<file path="src/rtl/llc_pend_sched_pkg.sv">
// Shared LLC scheduling package: default way/slot counts and the index type.
package llc_pend_sched_pkg;

  localparam int LLC_WIDTH     = 16;
  localparam int LLC_LOG_WIDTH = 4;

  typedef logic [LLC_LOG_WIDTH-1:0] idx_t;

endpackage

</file>
<file path="src/rtl/llc_pend_sched_pri_enc.sv">
// Lowest-index priority encoder over a request bitmap.
module pri_enc
  import llc_pend_sched_pkg::*;
#(
  parameter int WIDTH     = LLC_WIDTH,
  parameter int LOG_WIDTH = LLC_LOG_WIDTH
) (
  input  logic [WIDTH-1:0]     pend_i,
  output logic [LOG_WIDTH-1:0] enc_idx_o,
  output logic                 enc_valid_o
);

  // Scan upward; the first set bit found is latched and later bits are ignored.
  always_comb begin
    enc_idx_o   = {LOG_WIDTH{1'b0}};
    enc_valid_o = 1'b0;
    for (int i = 0; i < WIDTH; i++) begin
      if (pend_i[i] && !enc_valid_o) begin
        enc_idx_o   = LOG_WIDTH'(i);
        enc_valid_o = 1'b1;
      end else begin
        enc_idx_o   = enc_idx_o;
      end
    end
  end

endmodule

</file>
<file path="src/rtl/llc_pend_sched.sv">
// Pending-bitmap scheduler: sticky request bitmap issued lowest index first
// through a registered valid/ready slot.
module llc_pend_sched
  import llc_pend_sched_pkg::*;
#(
  parameter int WIDTH     = LLC_WIDTH,
  parameter int LOG_WIDTH = LLC_LOG_WIDTH
) (
  input  logic                 clk,
  input  logic                 rst,
  input  logic                 flush,
  input  logic                 set_en,
  input  logic [LOG_WIDTH-1:0] set_idx,
  output logic                 out_valid,
  output logic [LOG_WIDTH-1:0] out_idx,
  input  logic                 out_ready,
  output logic [WIDTH-1:0]     pend_vec,
  output logic [LOG_WIDTH:0]   pend_cnt,
  output logic                 empty
);

  function automatic logic [WIDTH-1:0] onehot(input logic [LOG_WIDTH-1:0] idx);
    logic [WIDTH-1:0] v;
    v      = {WIDTH{1'b0}};
    v[idx] = 1'b1;
    return v;
  endfunction

  function automatic logic [LOG_WIDTH:0] popcount(input logic [WIDTH-1:0] v);
    logic [LOG_WIDTH:0] c;
    c = {(LOG_WIDTH+1){1'b0}};
    for (int i = 0; i < WIDTH; i++) begin
      c = c + {{LOG_WIDTH{1'b0}}, v[i]};
    end
    return c;
  endfunction

  logic [WIDTH-1:0]     pend_q, pend_d;
  logic [LOG_WIDTH:0]   cnt_q, cnt_d;
  logic                 valid_q, valid_d;
  logic [LOG_WIDTH-1:0] idx_q, idx_d;
  logic [LOG_WIDTH-1:0] enc_idx_s;
  logic                 enc_valid_s;
  logic                 load_s;
  logic [WIDTH-1:0]     clr_s, set_s;

  pri_enc #(
    .WIDTH     (WIDTH),
    .LOG_WIDTH (LOG_WIDTH)
  ) u_pri_enc (
    .pend_i      (pend_q),
    .enc_idx_o   (enc_idx_s),
    .enc_valid_o (enc_valid_s)
  );

  assign load_s = (!valid_q || out_ready) && enc_valid_s;

  // Next state: set is OR'd after the clear so a same-index set re-arms it.
  always_comb begin
    clr_s   = {WIDTH{1'b0}};
    set_s   = {WIDTH{1'b0}};
    valid_d = valid_q;
    idx_d   = idx_q;
    if (load_s) begin
      clr_s = onehot(enc_idx_s);
    end else begin
      clr_s = {WIDTH{1'b0}};
    end
    if (set_en) begin
      set_s = onehot(set_idx);
    end else begin
      set_s = {WIDTH{1'b0}};
    end
    pend_d = (pend_q & ~clr_s) | set_s;
    if (flush) begin
      pend_d  = {WIDTH{1'b0}};
      valid_d = 1'b0;
      idx_d   = {LOG_WIDTH{1'b0}};
    end else if (load_s) begin
      valid_d = 1'b1;
      idx_d   = enc_idx_s;
    end else if (out_ready) begin
      valid_d = 1'b0;
    end else begin
      valid_d = valid_q;
    end
    cnt_d = popcount(pend_d);
  end

  // State registers; reset discards any stalled slot contents.
  always_ff @(posedge clk or negedge rst) begin
    if (!rst) begin
      pend_q  <= {WIDTH{1'b0}};
      cnt_q   <= {(LOG_WIDTH+1){1'b0}};
      valid_q <= 1'b0;
      idx_q   <= {LOG_WIDTH{1'b0}};
    end else begin
      pend_q  <= pend_d;
      cnt_q   <= cnt_d;
      valid_q <= valid_d;
      idx_q   <= idx_d;
    end
  end

  assign out_valid = valid_q;
  assign out_idx   = idx_q;
  assign pend_vec  = pend_q;
  assign pend_cnt  = cnt_q;
  assign empty     = (pend_q == {WIDTH{1'b0}}) && !valid_q;

endmodule

</file>
<file path="config.mk">
export PLATFORM = sky130hd
export DESIGN_NAME = llc_pend_sched
export DESIGN_NICKNAME = d
export VERILOG_FILES = /design/src/rtl/llc_pend_sched_pkg.sv /design/src/rtl/llc_pend_sched_pri_enc.sv /design/src/rtl/llc_pend_sched.sv
export SDC_FILE = /design/constraint.sdc
export NUM_CORES = 1
export LEC_CHECK = 0
export ABC_AREA = 1
export ABC_CLOCK_PERIOD_IN_PS = 9600
export CORE_AREA = 2 2 85 62
export DETAILED_ROUTE_END_ITERATION = 10
export DIE_AREA = 0 0 87 64
export GPL_ROUTABILITY_DRIVEN = 0
export PLACE_DENSITY = 0.65
export SETUP_SLACK_MARGIN = 0.2
export SYNTH_ARGS = -nofsm -noshare
export SYNTH_HDL_FRONTEND = slang
export SYNTH_HIERARCHICAL = 1
export SYNTH_SLANG_ARGS = --single-unit
</file>
<file path="constraint.sdc">
create_clock -name clk -period 9.6 [get_ports clk]
set_input_delay 1.92 -clock clk [delete_from_list [all_inputs] [get_ports clk]]
set_output_delay 1.92 -clock clk [all_outputs]
set_load 0.1 [all_outputs]
</file>
==> out/summary.txt <==
Status: complete, no violations
Startpoint types: input pin
Remaining antenna violation count: 0
Synth Instances: 258
Clock sink count: 26
Crit path kind: in2reg
Yosys warning count: 6
Routed length per instance: 13.3 um
Worst Hold Path EP: out_idx[3]
Critical path fanouts, max: 18
Post-placement cell area: 0.00234 mm^2
Antenna violations before repair: 0
Hold path start: out_idx[3]
Synthesized cell area: 0.00194 mm^2
CP max stage cell: fa_1
Xor/xnor cell area share of the yosys netlist: 0.00903
Placement-stage worst setup slack: 3460 ps
Crit path top cell by count: fa_1
R2r setup slk: 4460 ps
R2R Path End: pend_cnt[4]
Peak VDD IR: 0.0000517 V
Nets: 319
P&R area growth vs syn: 24.4%
Compound-Gate Fraction of Synth Area: 0.0967
Top-area cell type share of the netlist area: 0.335
Synth Area in Adders: 0.135
Via Count: 1,789
Number of synthesized flops with an enable pin: 0
Final setup margin: 3760 ps
# port buffers: 35
Critical Path Max Stage Delay: 570 ps
H-tree depth: 1
GRT Total Usage: 0.178
Clk_lat worst skew: 270 ps
Detailed placement HPWL: 3810 um
Setup Buffers After CTS: 0
Synth Area per Inst: 7.52 um^2
Ant diodes: 0
Largest family of logic cells by synthesized area: simple AND/OR/NAND/NOR gates
Buf+Inv Stages, Crit Path: 5
Critical Path End Type: register
First DRT Iteration DRCs: 211
Hold Vio Cnt, Final: 0
Ratio of cells with drive above 1 in the final layout: 0.0612
Row count: 21
F_max: 171 MHz
Crit-path cells: clkdlybuf4s50_1 > inv_1 > a21oi_4 > nand2_1 > nand2_1 > a21oi_1 > fa_1 > inv_1 > fa_1 > fa_1 > inv_1 > fa_1 > ha_1 > inv_1 > fa_1 > o21ai_0
Setup Total Neg Slack: 0 ps
Sequential share of the synthesized area: 0.335
CTS Buffer Depth: 2
Width of the die: 87 um
Die footprint: 0.00557 mm^2
Worst rel slew slack: 0.347
Initial core utilization: 0.413
Root buffer cell: clkbuf_8
Slew @ Worst Pin: 977 ps
Hold Path Cell Cnt: 2
Area leader, netlist: dfrtp_1
Largest net degree at the start of global routing: 27
Min Clock Period, post-route: 5840 ps
FF-to-FF path depth: 25
Leak pwr: 0.00110 uW
Core Region: 0.00470 mm^2
Largest cells by area after synthesis: dfrtp_1, nand2_1, fa_1
Arr. time, crit path: 6040 ps
Yosys cell types: 31
Inserted Clock Buffers: 3
Vias in the first global route: 1,568
First-pass GRT wire length: 7740 um
Routed wire length: 4660 um
Post-synthesis mux area share: 0
Die height: 64 um
RR Startpoint: pend_vec[3]
Synth Area in Simple Gates: 0.332
CP delay by family, top: adder cells
CTS tree: done
Drt pass-1 iters: 4
Setup violations, final: 0
DRC viols: 0
Final Cell Area: 0.00241 mm^2
Syn Nets: 282
Slew Limit Fails: 0
Prevailing post-synth register cell: dfrtp_1
Via-to-Cell Ratio: 5.10
# IOs: 36
Reg clk slew, reported paths: 100 ps
Worst Skew: 14.0 ps
CTS Hold Buffers Added: 0
Period utilization: 0.608
Worst endpoint required time: 9800 ps
Worst min-delay path class: reg2reg
Max-cap viol count: 0
Post-CTS sizing: 0
Unrepaired setup endpoints after global routing: false
Ys async rst share: 1.00
Grt total ovfl: 0
#FFs+latches synth: 26
PwrDens: 139 mW/mm^2
Yosys cell counts (2+ instances only):
cell type,count
fa_1,10
a21oi_1,21
nand3_1,17
nor2_2,3
nor2_1,38
nor2_4,3
clkinv_1,2
inv_1,37
dfrtp_1,26
nand4_1,3
nand2_1,66
nand4_4,2
o21ai_0,6
nor3_1,3
ha_1,5
area by class of cell:
class | instances | area [um^2]
clock buffers | 3 | 41.3
clock inverters | 1 | 30.0
fillers | 462 | 2290
inverters | 40 | 150
multi-input cells | 188 | 1110
flip-flops and latches | 26 | 651
well taps | 57 | 71.3
repair buffers | 36 | 358
how the worst max path moves through the flow:
stage                          from           to  slack, ps  depth (start not counted)
after floorplan           out_ready  pend_cnt[2]       4160                         16
after global placement       set_en  pend_cnt[4]       3460                         15
after detailed placement  out_ready  pend_cnt[4]       3460                         16
after CTS                    set_en  pend_cnt[4]       3750                         15
after global routing      out_ready  pend_cnt[4]       3410                         16
final                     out_ready  pend_cnt[4]       3760                         16
metrics by stage:
step	utilization	power [uW]	hold slack, ps	cells
after floorplan	-	218	1030	258
after global routing	0.513	351	559	351
after detailed placement	0.498	248	516	347
after CTS	0.513	338	535	351
after global placement	0.498	247	512	347
final	0.513	336	529	351
kinds of logic after synthesis:
| logic type | after synthesis |
|---|---|
| DFF | 26 |
| adders and majority gates | 15 |
| xor gates and xnor gates | 2 |
| and+or+nand+nor | 139 |
| buffers and inverters | 44 |
| AOI/OAI and AO/OA | 32 |
state kept, by name, summed over array words and instances, names as in the netlist:
register and count:
out_valid 1, out_idx 4, pend_vec 16, pend_cnt 5
metal layers:
metal	track usage	up-vias	share of wire
li1	-	888	-
met1	0.287	834	0.49
met2	0.242	65	0.42
met3	0.0323	2	0.085
met4	0.0410	0	0.0060
met5	0	-	0
worst register-to-register path, stage by stage (launching register included):
cell and delay, ps:
dfrtp_1 470, nor2_2 190, nand3_2 130, nor2_4 140
nand4_4 100, nor2_4 140, nand4_4 110, nor2_4 110
o21ai_2 70, nand2_1 120, inv_1 80, nand2_1 140
nor2_1 60, nand2_1 50, nand2_1 70, a21oi_1 250
fa_1 470, inv_1 80, fa_1 440, fa_1 510
inv_1 50, fa_1 470, ha_1 170, inv_1 60
fa_1 390, o21ai_0 180
power breakdown:
group          internal [uW]  switching (uW)
logic                   32.1            94.0
clock network           55.8            34.5
registers                115            4.57
total                    202             133
cell usage in the layout (no fill, tap or decap), types with 2 or more instances in the layout:
| master | netlist | final |
|---|---|---|
| dfrtp_1 | 26 | 26 |
| nor2_2 | 3 | 3 |
| ha_1 | 5 | 5 |
| nand3_1 | 17 | 17 |
| nor3_1 | 3 | 3 |
| a21oi_1 | 21 | 21 |
| nand2_1 | 66 | 66 |
| nor2_4 | 3 | 3 |
| clkdlybuf4s50_1 | 0 | 35 |
| nand4_4 | 2 | 2 |
| clkinv_1 | 2 | 2 |
| inv_1 | 37 | 37 |
| nor2_1 | 38 | 38 |
| clkbuf_8 | 0 | 3 |
| nand4_1 | 3 | 3 |
| fa_1 | 10 | 10 |
| o21ai_0 | 6 | 6 |
No activity file was read; power rests on OpenSTA's default activity.
